--- src/rtl/opb_register_bank_simulink2ppc.sv ---
// OPB slave exposing N_REGS user-logic words as read-only registers, with a
// CTRL word that can freeze all channels into a shadow bank for coherent reads.
module opb_register_bank_simulink2ppc #(
  parameter logic [31:0] C_BASEADDR   = 32'h0000_0000,
  parameter logic [31:0] C_HIGHADDR   = 32'h0000_00FF,
  parameter int          C_OPB_AWIDTH = 32,
  parameter int          C_OPB_DWIDTH = 32,
  parameter int          N_REGS       = 4,
  parameter              C_FAMILY     = "virtex6"
) (
  input  logic                      OPB_Clk,
  input  logic                      OPB_Rst,
  input  logic [0:C_OPB_AWIDTH-1]   OPB_ABus,
  input  logic [0:3]                OPB_BE,
  input  logic [0:C_OPB_DWIDTH-1]   OPB_DBus,
  input  logic                      OPB_RNW,
  input  logic                      OPB_select,
  input  logic                      OPB_seqAddr,
  output logic [0:C_OPB_DWIDTH-1]   Sl_DBus,
  output logic                      Sl_xferAck,
  output logic                      Sl_errAck,
  output logic                      Sl_retry,
  output logic                      Sl_toutSup,
  input  logic [32*N_REGS-1:0]      user_data_in,
  output logic                      snap_done
);

  logic [31:0]                 w_addr, w_off, w_wdata, w_rdata, w_ctrl;
  logic [29:0]                 w_word;
  logic                        w_hit, w_ack_set, w_commit, w_trig;
  logic [N_REGS-1:0][31:0]     w_live;
  logic [N_REGS-1:0][31:0]     r_shadow;
  logic [31:0]                 r_dbus;
  logic [7:0]                  r_cnt;
  logic                        r_ack, r_wctrl, r_mode, r_snap_done;
  logic                        w_unused;

  // Bus bit 0 is the MSB, so a plain vector copy lands DBus[0] on bit 31.
  assign w_addr  = OPB_ABus;
  assign w_wdata = OPB_DBus;
  assign w_live  = user_data_in;

  assign w_off     = w_addr - C_BASEADDR;
  assign w_word    = w_off[31:2];
  assign w_hit     = OPB_select && (w_addr >= C_BASEADDR) && (w_addr <= C_HIGHADDR);
  assign w_ack_set = w_hit && !r_ack;

  // CTRL writes land on the ack cycle, using the data/BE the master holds then.
  assign w_commit  = r_ack && r_wctrl && OPB_BE[3];
  assign w_trig    = w_commit && w_wdata[1];

  assign w_ctrl = {8'd0, 8'(N_REGS), r_cnt, 7'd0, r_mode};

  always_comb begin
    w_rdata = '0;
    if (w_word == '0) begin
      w_rdata = w_ctrl;
    end else begin
      for (int i = 0; i < N_REGS; i++) begin
        if (w_word == 30'(i + 1)) w_rdata = r_mode ? r_shadow[i] : w_live[i];
      end
    end
  end

  always_ff @(posedge OPB_Clk) begin
    if (!OPB_Rst) begin
      r_ack       <= 1'b0;
      r_dbus      <= '0;
      r_wctrl     <= 1'b0;
      r_mode      <= 1'b0;
      r_cnt       <= '0;
      r_snap_done <= 1'b0;
      r_shadow    <= '0;
    end else begin
      r_ack       <= w_ack_set;
      r_dbus      <= (w_ack_set && OPB_RNW) ? w_rdata : '0;
      r_wctrl     <= w_ack_set && !OPB_RNW && (w_word == '0);
      r_snap_done <= w_trig;
      if (w_commit) r_mode <= w_wdata[0];
      if (w_trig) begin
        r_shadow <= w_live;
        r_cnt    <= r_cnt + 8'd1;
      end
    end
  end

  assign Sl_DBus    = r_dbus;
  assign Sl_xferAck = r_ack;
  assign Sl_errAck  = 1'b0;
  assign Sl_retry   = 1'b0;
  assign Sl_toutSup = 1'b0;
  assign snap_done  = r_snap_done;

  assign w_unused = ^{OPB_seqAddr, OPB_BE[0:2], w_wdata[31:2], w_off[1:0], C_FAMILY};

endmodule

--- config.mk ---
export PLATFORM = sky130hd
export DESIGN_NAME = opb_register_bank_simulink2ppc
export DESIGN_NICKNAME = d
export VERILOG_FILES = /design/src/rtl/opb_register_bank_simulink2ppc.sv
export SDC_FILE = /design/constraint.sdc
export NUM_CORES = 1
export LEC_CHECK = 0
export CORE_MARGIN = 1.5
export CORE_UTILIZATION = 34
export DETAILED_ROUTE_END_ITERATION = 16
export GPL_TIMING_DRIVEN = 0
export PLACE_DENSITY = 0.69
export RECOVER_POWER = 50
export SYNTH_ARGS = -nofsm -noshare
export SYNTH_HDL_FRONTEND = slang
export SYNTH_SLANG_ARGS = --single-unit
--- constraint.sdc ---
create_clock -name OPB_Clk -period 2.6 [get_ports OPB_Clk]
set_input_delay 0.78 -clock OPB_Clk [delete_from_list [all_inputs] [get_ports OPB_Clk]]
set_output_delay 0.78 -clock OPB_Clk [all_outputs]
set_load 0.01 [all_outputs]
Word-level counts from Yosys, hierarchy flattened --
Cells that the tools add are included.
Storage, ports and cells: flip-flop bits (word level) 172, latch bits 0, RAM bits 0, ROM bits 0, input port bits 201, output and inout port bits 37, word-level logic and storage cells 43, memories 0
Cells by class: add/sub/neg operators 1, $mul 0, div/mod/pow operators 0, $lt $le $gt $ge 2, equal/unequal tests 4, shift operators 0, multiplexer cells 9, bitwise logic cells 2, reduce and logical (&&, ||, !) cells 14
Operator list (count):
- 2-to-1 mux 32 bit | 8
- == test 30 x 2 -> 1 bit, second input constant | 2
- greater-or-equal comparator 32 x 1 -> 1 bit, second input constant | 1
- <= comparator 32 x 8 -> 1 bit, second input constant | 1
- == test 30 x 1 -> 1 bit, second input constant | 1
- == test 30 x 3 -> 1 bit, second input constant | 1
- logical NOT 30 bit | 1
- 2-to-1 mux 19 bit | 1
- logical AND 1 bit | 9
- adder 8 x 1 -> 8 bit, second input constant | 1
- OR reduction 3 bit | 1
- logical NOT 1 bit | 2
- NOT 1 bit | 2
- AND reduction 2 bit | 1

Longest topological paths before layout --
depth in word-level cells 7, depth in mapped cells 7, gate-level depth less buffers 4

Worst setup path before layout --
OpenSTA, ideal clock, no wires.
path kind input to register, from input port OPB_ABus[28] (netlist name), to register r_dbus[13], in the netlist Sl_DBus[18], library setup time 142 ps, arrival time 2356 ps, required time 2458 ps, path slack 102 ps, cell stages on the path 5, buffers on the path 2, cells stage by stage buf_2 -> buf_1 -> mux4_2 -> a221oi_1 -> a211oi_2
Between the ends: cells in the longest elaborated chain, start to end 6, elaborated cells on any way between the ends 17, those cells by class order compare (2); eq/ne (4); mux (5); reduce/logical (6)
Ends and longest elaborated chain:
- from (decl) | RTL line 13 | input logic [0:C_OPB_AWIDTH-1] OPB_ABus,
- greater-or-equal comparator 32 x 1 -> 1 bit or == test 30 x 1 -> 1 bit (tied branches) | RTL line 45, 60
- logical AND 1 bit or 2-to-1 mux 32 bit (tied branches) (2 in a row) | RTL line 45, 60
- logical AND 1 bit or 2-to-1 mux 32 bit (tied branches) | RTL line 46, 60
- logical AND 1 bit or 2-to-1 mux 32 bit (tied branches) | RTL line 76, 60
- AND reduction 2 bit (no line) or 2-to-1 mux 19 bit (tied branches)
- to (signal assigned) | RTL line 76 | r_dbus <= (w_ack_set && OPB_RNW) ? w_rdata : '0;
- to (decl) | RTL line 33 | logic [31:0] r_dbus;
Parallel ways exist; a longest one is shown, timed or not. A chain may end at the register's enable or synchronous reset.

Worst setup path in the final report --
from input port OPB_BE[3] (netlist name), to register r_shadow[67] (netlist name)
Between the ends: cells in the longest elaborated chain, start to end 2
Ends and longest elaborated chain:
- from (decl) | RTL line 14 | input logic [0:3] OPB_BE,
- logical AND 1 bit | RTL line 49 | assign w_commit = r_ack && r_wctrl && OPB_BE[3];
- logical AND 1 bit | RTL line 50 | assign w_trig = w_commit && w_wdata[1];
- to (signal assigned) | RTL line 81 | r_shadow <= w_live;
- to (decl) | RTL line 32 | logic [N_REGS-1:0][31:0] r_shadow;
Every way passes these cells.

==> results.toml <==
[power]
p_sw_frac = 0.228
total_power_mw = 5.90
clkPwrFrac = 0.457
vdd_drop_max_mv = 0.400
power_frac_comb = 0.096
p_per_area_nw_per_um2 = 520
p_leak_nw = 3.74
p_int_mw = 4.56
seq_power_share = 0.446
p_switching_mw = 1.34

[die]
io_pins = 238
die-area_sq_um = 25300
fp.dieH_microns = 159
coreArea_sq_um = 23700
num_rows = 56
die_w_microns = 159
initial_core_util = 0.350

[final_layout]
final_nets = 1333
area_delta_synth_final_pct = 36.9
fillers = 2277
design_area_sq_um = 11300
drive_above_1_share = 0.146
postLayoutCoreUtil = 0.479

[routing]
dr.pass1.iters = 5
drt_iter0_markers = 672
vias = 7526
drc_errors = 0
drt-total-wl_microns = 28100
ant_nets = 0
detail_route.wl_per_cell_microns = 19.1
via_per_inst = 5.13

[placed_design]
placed_cell_area_sq_um = 10600
place.gp.congestion = 0.857
io_buffers = 195
dp_hpwl_microns = 21400

[yosys]
ys_seq_area_frac = 0.416
synthTopCellsByArea = "dfxtp_1 (42%), nand2_1 (13%), a21boi_0 (12%)"
synthArstFlopShare = 0
synth_top_area_share = 0.416
synth_cell_types = 42
synthFlopType = "dfxtp_1"
synth_area_leader_cell = "dfxtp_1"
syn_inst = 912
synth_edf_count = 0
syn_area_sq_um = 8290
ys_warn_count = 0
ys_ff_latch = 172
syn_area_per_cell_sq_um = 9.08

[worst_setup_path]
worst-path-max-fanout = 10
cp.arrival_ps = 2920
cp_cell_sequence = "clkdlybuf4s50_1, and4_1, clkbuf_1, clkbuf_2, buf_1, nand2_1, a21boi_0"
cp-start-kind = "input port"
critPathSlowestCell = "clkdlybuf4s50_1"
end_kind = "register"
cp.required_ps = 2950
slowest_delay_ps = 510
path_class = "in -> reg"

[timing]
grt_setup_unrepaired = "yes"
finalCritPeriodShare = 0.990
fin_hold_ws_ps = 460
hold_violations = 0
fmax_ghz = 0.389
period_needed_ps = 2570
tightestPinTransition_ps = 692
slew_violations = 0
slew_headroom = 0.539
setup_viol = 0
clock_skew_ps = 7.86

[grt]
grt_pass1_wl_microns = 43100
antenna_found_initial = 3
grt_pass1_vias = 7457
overflow = 0
grt_start_max_net_pins = 17
grt_usage = 0.222

[clock_network]
h-tree-depth = 4
cts_root_buf = "clkbuf_16"
clock_latency_ps = 430
cts_max_path_buffers = 2
cts_tree = "yes"
clk_transition_reported_paths_ps = 70
cts-buffers-inserted = 17
cts.sinks = 172

[min_path]
hp-class = "reg -> reg"

[status]
outcome = "completed"

[run]
cap_violations = 0
## state kept, by name, indices dropped and copies added (netlist names)
name        count
Sl_DBus        32
Sl_xferAck      1
r_cnt           8
r_mode          1
r_shadow      128
r_wctrl         1
snap_done       1
## cells in the mapped netlist, drive strengths merged (3+ instances only)
library cell and n:
a211oi 7, a21boi 130, a21oi 26, a221oi 8, a22oi 22, and2 7
buf 35, clkbuf 46, dfxtp 172, mux2 46, mux2i 21, mux4 31
nand2 292, nand3 5, nand4 5, nor2 13, nor3 4, nor4 7
nor4b 3, o21ai 8, xnor2 4
## area by class of cell
type / instances / area [sq um] / share of cell area
sequential: 172 / 3440 / 0.304
buffer: 81 / 398 / 0.0351
timing repair buffer: 198 / 1970 / 0.174
inverter: 1 / 3.75 / 0.000331
tap: 319 / 399 / 0.0352
clock inverter: 12 / 160 / 0.0141
clock buffer: 20 / 457 / 0.0403
multi-input combinational: 660 / 4500 / 0.397
antenna: 3 / 7.51 / 0.000662
## placed cells by master, fill, tap and decap left out, types with 5 or more instances in the layout
| cell type | synthesis | layout |
|---|---|---|
| nand2_1 | 292 | 292 |
| dfxtp_1 | 172 | 172 |
| clkdlybuf4s50_1 | 0 | 161 |
| a21boi_0 | 130 | 130 |
| mux2_2 | 46 | 46 |
| dlygate4sd3_1 | 0 | 34 |
| clkbuf_1 | 46 | 33 |
| mux4_2 | 31 | 31 |
| a21oi_1 | 26 | 25 |
| a22oi_1 | 22 | 22 |
| mux2i_1 | 21 | 21 |
| clkbuf_16 | 0 | 17 |
| buf_2 | 18 | 15 |
| nor2_1 | 13 | 13 |
| clkbuf_2 | 0 | 12 |
| buf_4 | 7 | 11 |
| buf_1 | 10 | 8 |
| o21ai_0 | 8 | 8 |
| a221oi_1 | 7 | 7 |
| a211oi_2 | 7 | 7 |
| nor4_1 | 6 | 6 |
| nand4_1 | 5 | 5 |
| nand3_1 | 5 | 5 |
## final timing paths
path | endpoint | depth (start not counted) | slack (ps) | start
setup / recovery | r_shadow[67] | 7 | 30 | OPB_BE[3]
setup reg to reg | Sl_DBus[17] | 7 | 250 | r_mode
hold / removal | r_shadow[86] | 2 | 460 | r_shadow[86]
hold reg to reg | r_shadow[86] | 2 | 460 | r_shadow[86]
## timing repair
| item | CTS | global route |
|---|---|---|
| gates resized for setup | 11 | 28 |
| setup endpoints to repair | 124 | 93 |
| hold buffers | 0 | 0 |
| setup buffers | 0 | 3 |
| pin swaps | 1 | 3 |
## power groups by stage
stage / sequential (mW) / clock, mW / combinational (mW)
final: 2.63 / 2.70 / 0.569
after detailed placement: 2.69 / 0 / 0.558
after global routing: 2.63 / 2.84 / 0.599
after global placement: 2.69 / 0 / 0.557
after floorplan: 2.69 / 0 / 0.201
after CTS: 2.63 / 2.71 / 0.564
## kinds of logic (layout without fill, tap and decap cells)
group,Yosys count,count (layout),synth area share
AOI/OAI and AO/OA,204,204,0.181
other,1,6,0.000453
xor gates and xnor gates,6,6,0.00634
and+or+nand+nor,348,348,0.180
muxes,98,98,0.172
buffers and inverters,82,312,0.0430
DFF,172,172,0.416
adders and majority gates,1,1,0.00151
## metrics by stage
stage               worst slack [ps]  TNS [ps]  std cells
floorplan                        102         0        914
global placement                -625    -65580       1428
detailed placement              -698    -71910       1428
CTS                             5.74         0       1460
global route                   -78.0      -634       1464
finish                          26.3         0       1466
## routing by layer
layer  part of all wire  wire (microns)  GRT usage
met1               0.41           11600      0.280
met2               0.48           13400      0.366
met3              0.083            2340     0.0578
met4              0.026             718     0.0815
met5            0.00061              17          0
## worst max-delay path, delay by kind of cell
family / cells / cell delay (ps)
compound gates: 1 / 190
buf+inv: 4 / 1620
simple gates: 2 / 310
No activity file was read; power rests on OpenSTA's default activity.
